## src/rtl/div_pkg.sv

```systemverilog
`default_nettype none
// ============================================================================
//  Module      : div_pkg
//  Description : Shared types and constants for the iterative 16-bit divider.
//                Optional feature macro: DIV_SIGNED_EN (signed operation).
//  Revision    : 1.0 - initial release
// ============================================================================
package div_pkg;

    // Operand/result width the divider is built and verified for.
    localparam int DIV_W = 16;

    // Quotient reported when the divisor is zero.
    localparam logic [DIV_W-1:0] DIV_ZERO_QUOT = 16'hFFFF;

    // Controller states; PRE and POST are only visited in the signed build.
    typedef enum logic [2:0] {
        IDLE = 3'd0,
        CALC = 3'd1,
        ZERO = 3'd2,
        PRE  = 3'd3,
        POST = 3'd4,
        DONE = 3'd5
    } div_state_t;

    // Two's-complement magnitude; 16'h8000 maps to itself, which reads
    // correctly as the unsigned magnitude 32768.
    function automatic logic [DIV_W-1:0] div_abs(input logic [DIV_W-1:0] v);
        return v[DIV_W-1] ? (-v) : v;
    endfunction

endpackage
`default_nettype wire

```

## src/rtl/div_16b_seq_if.sv

```systemverilog
`default_nettype none
// ============================================================================
//  Module      : div_16b_seq_if
//  Description : Request/result bundle of the iterative divider.
//                Optional feature macro: DIV_SIGNED_EN (adds the ovf flag).
//  Revision    : 1.0 - initial release
// ============================================================================
interface div_16b_seq_if #(
    parameter int W = 16
);
    logic         start;
    logic [W-1:0] dividend;
    logic [W-1:0] divisor;
    logic         busy;
    logic         done;
    logic [W-1:0] quotient;
    logic [W-1:0] remainder;
    logic         div_zero;
`ifdef DIV_SIGNED_EN
    logic         ovf;
`endif

    // Requesting side (EX stage / bench).
    modport master (
        output start, dividend, divisor,
        input  busy, done, quotient, remainder, div_zero
`ifdef DIV_SIGNED_EN
        , input ovf
`endif
    );

    // Divider side.
    modport slave (
        input  start, dividend, divisor,
        output busy, done, quotient, remainder, div_zero
`ifdef DIV_SIGNED_EN
        , output ovf
`endif
    );
endinterface
`default_nettype wire

```

## src/rtl/div_sub_17b.sv

```systemverilog
`default_nettype none
// ============================================================================
//  Module      : div_sub_17b
//  Description : Combinational trial subtraction for one restoring-division
//                step. borrow is the top bit of the N-bit difference; it is
//                set exactly when the shifted partial remainder is smaller
//                than the divisor.
//  Revision    : 1.0 - initial release
// ============================================================================
module div_sub_17b #(
    parameter int N = 17
) (
    input  wire logic [N-1:0] a,
    input  wire logic [N-1:0] b,
    output logic      [N-2:0] diff,
    output logic              borrow
);

    // Plain N-bit subtract, split into the kept low bits and the sign bit.
    assign {borrow, diff} = a - b;

endmodule
`default_nettype wire

```

## src/rtl/div_16b_seq.sv

```systemverilog
`default_nettype none
// ============================================================================
//  Module      : div_16b_seq
//  Description : Iterative restoring divider, one quotient bit per cycle.
//                Unsigned by default; define DIV_SIGNED_EN for two's
//                complement operands (adds PRE/POST states and ovf).
//  Revision    : 1.0 - initial release
// ============================================================================
module div_16b_seq
    import div_pkg::*;
#(
    parameter int W     = DIV_W,
    parameter int CNT_W = 5
) (
    input  wire logic     clk,
    input  wire logic     rst,
    div_16b_seq_if.slave  bus
);

    // State after the last iteration: straight to DONE, or via sign fix-up.
`ifdef DIV_SIGNED_EN
    localparam div_state_t c_after_calc = POST;
    localparam div_state_t c_first_calc = PRE;
`else
    localparam div_state_t c_after_calc = DONE;
    localparam div_state_t c_first_calc = CALC;
`endif

    div_state_t   r_state;
    div_state_t   w_state_nxt;
    div_state_t   w_start_state;

    logic [CNT_W-1:0] r_cnt;
    logic [W-1:0]     r_q;        // dividend bits shifting out, quotient in
    logic [W-1:0]     r_rem;      // partial remainder, always < divisor
    logic [W-1:0]     r_dvsr;

    logic [W-1:0]     r_quot;
    logic [W-1:0]     r_rmd;
    logic             r_dz;

`ifdef DIV_SIGNED_EN
    logic             r_neg_q;    // operand signs differ
    logic             r_neg_r;    // dividend negative
    logic             r_ovf_pend;
    logic             r_ovf;
`endif

    logic             w_accept;
    logic             w_last;
    logic [W:0]       w_shift;
    logic [W-1:0]     w_diff;
    logic             w_borrow;
    logic [W-1:0]     w_q_nxt;
    logic [W-1:0]     w_rem_nxt;

    // Start is honoured only when no division is in flight.
    assign w_accept = bus.start && ((r_state == IDLE) || (r_state == DONE));
    assign w_last   = (r_state == CALC) && (r_cnt == CNT_W'(W-1));

    // Shift the next dividend bit into the 17-bit partial remainder.
    assign w_shift  = {r_rem, r_q[W-1]};

    div_sub_17b #(
        .N (W+1)
    ) u_sub (
        .a      (w_shift),
        .b      ({1'b0, r_dvsr}),
        .diff   (w_diff),
        .borrow (w_borrow)
    );

    // Keep the difference when it did not go negative; restore otherwise.
    assign w_q_nxt   = {r_q[W-2:0], ~w_borrow};
    assign w_rem_nxt = w_borrow ? w_shift[W-1:0] : w_diff;

    // State register.
    always_ff @(posedge clk) begin
        if (rst) begin
            r_state <= IDLE;
        end else begin
            r_state <= w_state_nxt;
        end
    end

    // Next-state logic; divide-by-zero bypasses the iteration entirely.
    always_comb begin
        w_start_state = (bus.divisor == '0) ? ZERO : c_first_calc;
        w_state_nxt   = r_state;
        case (r_state)
            IDLE: if (bus.start) w_state_nxt = w_start_state;
            DONE: w_state_nxt = bus.start ? w_start_state : IDLE;
            CALC: if (w_last) w_state_nxt = c_after_calc;
            ZERO: w_state_nxt = DONE;
`ifdef DIV_SIGNED_EN
            PRE:  w_state_nxt = CALC;
            POST: w_state_nxt = DONE;
`endif
            default: w_state_nxt = IDLE;
        endcase
    end

    // Operand capture and the iterative shift/subtract datapath.
    always_ff @(posedge clk) begin
        if (rst) begin
            r_cnt  <= '0;
            r_q    <= '0;
            r_rem  <= '0;
            r_dvsr <= '0;
`ifdef DIV_SIGNED_EN
            r_neg_q    <= 1'b0;
            r_neg_r    <= 1'b0;
            r_ovf_pend <= 1'b0;
`endif
        end else if (w_accept) begin
            r_cnt  <= '0;
            r_q    <= bus.dividend;
            r_rem  <= '0;
            r_dvsr <= bus.divisor;
`ifdef DIV_SIGNED_EN
            r_neg_q    <= bus.dividend[W-1] ^ bus.divisor[W-1];
            r_neg_r    <= bus.dividend[W-1];
            r_ovf_pend <= (bus.dividend == {1'b1, {(W-1){1'b0}}}) &&
                          (bus.divisor == '1);
`endif
        end else begin
            case (r_state)
`ifdef DIV_SIGNED_EN
                PRE: begin
                    r_q    <= W'(div_abs(DIV_W'(r_q)));
                    r_dvsr <= W'(div_abs(DIV_W'(r_dvsr)));
                end
`endif
                CALC: begin
                    r_q   <= w_q_nxt;
                    r_rem <= w_rem_nxt;
                    r_cnt <= r_cnt + CNT_W'(1);
                end
                default: begin
                end
            endcase
        end
    end

    // Result registers: written only on the edge that enters DONE.
    always_ff @(posedge clk) begin
        if (rst) begin
            r_quot <= '0;
            r_rmd  <= '0;
            r_dz   <= 1'b0;
`ifdef DIV_SIGNED_EN
            r_ovf  <= 1'b0;
`endif
        end else if (r_state == ZERO) begin
            // r_q still holds the raw dividend on this path.
            r_quot <= W'(DIV_ZERO_QUOT);
            r_rmd  <= r_q;
            r_dz   <= 1'b1;
`ifdef DIV_SIGNED_EN
            r_ovf  <= 1'b0;
        end else if (r_state == POST) begin
            r_quot <= r_neg_q ? (-r_q) : r_q;
            r_rmd  <= r_neg_r ? (-r_rem) : r_rem;
            r_dz   <= 1'b0;
            r_ovf  <= r_ovf_pend;
`else
        end else if (w_last) begin
            r_quot <= w_q_nxt;
            r_rmd  <= w_rem_nxt;
            r_dz   <= 1'b0;
`endif
        end
    end

    assign bus.busy      = (r_state == CALC) || (r_state == ZERO) ||
                           (r_state == PRE)  || (r_state == POST);
    assign bus.done      = (r_state == DONE);
    assign bus.quotient  = r_quot;
    assign bus.remainder = r_rmd;
    assign bus.div_zero  = r_dz;
`ifdef DIV_SIGNED_EN
    assign bus.ovf       = r_ovf;
`endif

endmodule
`default_nettype wire
```

## src/flat_wrapper.sv

```systemverilog
// flat-port wrapper written by rule: the top's interface ports become plain ports
module div_16b_seq_flat import div_pkg::*;
#(
    parameter int W     = DIV_W,
    parameter int CNT_W = 5
)
  (clk, rst, bus_start, bus_dividend, bus_divisor, bus_busy, bus_done, bus_quotient, bus_remainder, bus_div_zero);
  div_16b_seq_if #(.W(W)) bus_i ();
  input  wire logic clk;
  input  wire logic rst;
  input wire logic [$bits(bus_i.start)-1:0] bus_start;
  input wire logic [$bits(bus_i.dividend)-1:0] bus_dividend;
  input wire logic [$bits(bus_i.divisor)-1:0] bus_divisor;
  output wire logic [$bits(bus_i.busy)-1:0] bus_busy;
  output wire logic [$bits(bus_i.done)-1:0] bus_done;
  output wire logic [$bits(bus_i.quotient)-1:0] bus_quotient;
  output wire logic [$bits(bus_i.remainder)-1:0] bus_remainder;
  output wire logic [$bits(bus_i.div_zero)-1:0] bus_div_zero;
  assign bus_i.start = bus_start;
  assign bus_i.dividend = bus_dividend;
  assign bus_i.divisor = bus_divisor;
  assign bus_busy = bus_i.busy;
  assign bus_done = bus_i.done;
  assign bus_quotient = bus_i.quotient;
  assign bus_remainder = bus_i.remainder;
  assign bus_div_zero = bus_i.div_zero;
  div_16b_seq #(.W(W), .CNT_W(CNT_W)) u_core (.clk(clk), .rst(rst), .bus(bus_i));
endmodule
```

## config.mk

```make
export PLATFORM = sky130hd
export DESIGN_NAME = div_16b_seq_flat
export DESIGN_NICKNAME = d
export VERILOG_FILES = /design/src/rtl/div_pkg.sv /design/src/rtl/div_16b_seq_if.sv /design/src/rtl/div_sub_17b.sv /design/src/rtl/div_16b_seq.sv /design/src/flat_wrapper.sv
export SDC_FILE = /design/constraint.sdc
export NUM_CORES = 1
export LEC_CHECK = 0
export CAP_MARGIN = 40
export CORE_MARGIN = 4
export CORE_UTILIZATION = 55
export CTS_BUF_LIST = sky130_fd_sc_hd__clkbuf_8
export DETAILED_ROUTE_END_ITERATION = 6
export DONT_BUFFER_PORTS = 1
export PLACE_DENSITY = 0.7
export SKIP_CTS_REPAIR_TIMING = 1
export SYNTH_ARGS = -nofsm -noshare
export SYNTH_HDL_FRONTEND = slang
export SYNTH_SLANG_ARGS = --single-unit
export TNS_END_PERCENT = 1
```

## constraint.sdc

```tcl
create_clock -name clk -period 8.19 [get_ports clk]
set_input_delay 1.638 -clock clk [delete_from_list [all_inputs] [get_ports clk]]
set_output_delay 1.638 -clock clk [all_outputs]
set_load 0.005 [all_outputs]
```

==> flow_metrics.py <==
metrics = {
    "logic_synthesis": {
        "syn_area_per_cell_um2": 7.86,
        "syn-num-nets": 657,
        "syn_inst": 603,
        "yosys_warnings": 0,
        "synth.distinct_cells": 58,
        "ys_seq_area_share_pct": 37.6,
        "synth-main-ff-cell": "dfxtp_1",
        "synth-edff-count": 0,
        "syn-cell-area_um2": 4740,
        "synthArstFlopShare_pct": 0,
        "ys_seq_elements": 89,
    },
    "worst_setup_path": {
        "cp-end-kind": "flop",
        "r2r_start": "u_core.r_q[15]$_SDFFE_PP0P_",
        "crit_fanout": 29,
        "timing_worst_setup_path_type": "reg2reg",
        "startpoint_type": "flop",
        "cp.required_ns": 8.46,
        "worst-endpoint-arrival_ns": 3.57,
        "cp-startpoint": "u_core.r_q[15]$_SDFFE_PP0P_",
    },
    "timing": {
        "rsz0062_at_grt": "false",
        "hold_viol_final": 0,
        "max_slew_margin_pct": 47.1,
        "setup_viol": 0,
        "fin_crit_ns": 3.30,
        "slew_viol_final": 0,
        "skew_ns": 0.00953,
        "fin_tns_setup_ns": 0,
        "fin_crit_sh_pct": 40.3,
        "tightest_slew_ns": 0.794,
        "fmax_mhz": 303,
    },
    "job": {
        "max-cap-violations": 0,
    },
    "clock_tree": {
        "cts-root-buf": "clkbuf_8",
        "insertion_delay_ns": 0.35,
        "htreeDepth": 3,
        "cts_num_sinks": 89,
        "cts_tree": "yes",
        "clockBufferDepth": 2,
        "clk_pin_slew_ns": 0.09,
        "cts_buffers": 9,
    },
    "placement": {
        "gp_congestion": 0.885,
        "hpwl_mm": 8.47,
        "port_buffers": 0,
    },
    "global_routing": {
        "grt_pass1_wl_mm": 19.9,
        "grt_pass1_vias": 4003,
        "antenna_found_initial": 0,
        "grt_max_degree": 72,
        "track_usage_pct": 24.2,
        "grt-ovfl-total": 0,
    },
    "drt": {
        "wirelength_mm": 12.0,
        "postRouteAntennaNets": 0,
        "viasPerCell": 6.24,
        "num_vias": 4271,
        "first_iter_violations": 418,
        "drc_errors": 0,
        "drt_pre_antenna_iters": 6,
        "wl_per_cell_um": 17.5,
    },
    "layout": {
        "syn2layout_area_growth_pct": 4.83,
        "post_route_cells_drive_above_1_share_pct": 5.52,
        "fin_nets": 630,
        "num-fill-cells": 783,
        "antenna_cells": 0,
        "fin_util_pct": 59.9,
    },
    "power_and_ir_drop": {
        "clockPowerShare_pct": 27.5,
        "pwr-share-comb_pct": 29.4,
        "p_switching_uw": 389,
        "p_sw_share_pct": 35.3,
        "seq_power_share_pct": 43.1,
        "ir_drop_v": 0.000112,
        "power.internal_uw": 715,
        "p_per_area_nw_per_um2": 222,
        "p_leak_uw": 0.00176,
    },
    "hold_path": {
        "min_path_type": "reg2reg",
        "min-delay-start": "u_core.r_dvsr[12]$_SDFFE_PP0P_",
    },
    "die": {
        "die_area_um2": 10200,
        "initial_utilization_pct": 57.1,
        "num_rows": 33,
        "chipHeight_um": 101,
        "io_pins": 70,
        "fp.dieW_um": 101,
        "core_area_um2": 8300,
    },
    "status": {
        "status": "finished clean",
    },
}
cell families after synthesis:
logic type | Yosys count | synth area share (%)
AO/OA/AOI/OAI | 157 | 22.7
XOR/XNOR | 12 | 2.22
adder cells (fa/ha/maj) | 19 | 5.17
buffers and inverters | 70 | 5.83
flip-flops | 89 | 37.6
multiplexers | 12 | 2.56
AND/OR/NAND/NOR | 244 | 23.9
placed cells by master (no fill, tap or decap), types with 3 or more instances in the layout:
cell,instances
nor2_1,35
a311oi_1,15
a21boi_0,3
mux2i_1,11
xnor2_1,10
o2111ai_1,3
nor3_1,13
and4_1,3
clkbuf_8,9
and3_1,7
o21ai_0,14
dfxtp_1,89
o211ai_1,9
o21a_1,5
nand4_1,19
ha_1,18
nand2_1,113
nand3_1,24
o221ai_1,6
o31ai_1,3
nor2b_1,4
inv_1,25
a21oi_1,44
a311o_1,3
and2_1,4
buf_4,6
a31oi_1,17
a22oi_1,12
nor4_1,6
or4_1,5
power groups by stage:
stage	Clock, uW	Combinational (uW)	Sequential [uW]
after global placement	0	311	485
after floorplan	0	272	477
final	304	325	476
after detailed placement	0	319	485
after global routing	328	360	479
after CTS	309	321	475
cells in the mapped netlist, drive strengths merged (11+ instances only):
master	number	share of area, %
a31oi	17	2.2
nor3	13	1.4
clkbuf	37	2.9
dfxtp	89	38
nand4	19	2.5
nand2	113	8.9
a22oi	12	1.9
inv	25	2.0
nor2	35	2.8
nand3	24	2.5
a21oi	44	4.6
o21ai	17	2.0
ha	18	4.7
mux2i	11	2.3
a311oi	15	2.8
layer usage:
metal  GRT usage, %  part of all wire, %  up-vias
li1               -                    -     2134
met1           34.3                   46     1984
met2           37.4                   45      143
met3           4.22                  7.8       10
met4           7.46                  1.5        0
met5              0                    0        -
flip-flops by register name, indices dropped and copies added, names as in the netlist:
signal	count
u_core.bus.quotient	16
u_core.bus.div_zero	1
u_core.r_q	16
u_core.r_rem	16
u_core.r_state	3
u_core.bus.remainder	16
u_core.r_dvsr	16
u_core.r_cnt	5
final cells by class:
class                      instances  area (um^2)  area share, %
clock buffer                       9          124           2.49
clock inverter                     6         67.6           1.36
inverter                          25         93.8           1.89
multi-input combinational        444         2700           54.3
sequential                        89         1780           35.8
tap                              105          131           2.64
timing repair buffer               7         72.6           1.46
worst max-delay path, cell delays in order, from the launching register on:
cell and delay [ns]:
dfxtp_1 0.42, inv_1 0.07, ha_1 0.21, fa_1 0.40
and2b_1 0.25, o2111a_2 0.22, o21ai_2 0.07, a2111o_1 0.44
o211a_1 0.45, or4_1 0.60, o211ai_1 0.09
worst paths after layout:
path / end / slack, ns / cells after the start
max: u_core.bus.remainder[1]$_SDFFE_PP0P_ / 4.89 / 10
min: u_core.r_dvsr[12]$_SDFFE_PP0P_ / 0.46 / 2
max reg2reg: u_core.bus.remainder[1]$_SDFFE_PP0P_ / 4.89 / 10
min reg2reg: u_core.r_dvsr[12]$_SDFFE_PP0P_ / 0.46 / 2
through the flow:
stage          cells  hold WS (ns)  setup slack, ns  power (uW)  cell area (um^2)
2_1_floorplan    603         0.436             5.33         749              4740
3_3_place_gp     669         0.442             4.74         796              4750
4_1_cts          685         0.460             4.91        1110              4970
3_5_place_dp     670         0.447             4.64         805              4780
5_1_grt          685         0.475             4.70        1170              4970
6_report         685         0.458             4.89        1100              4970
No activity file was read; power rests on OpenSTA's default activity.
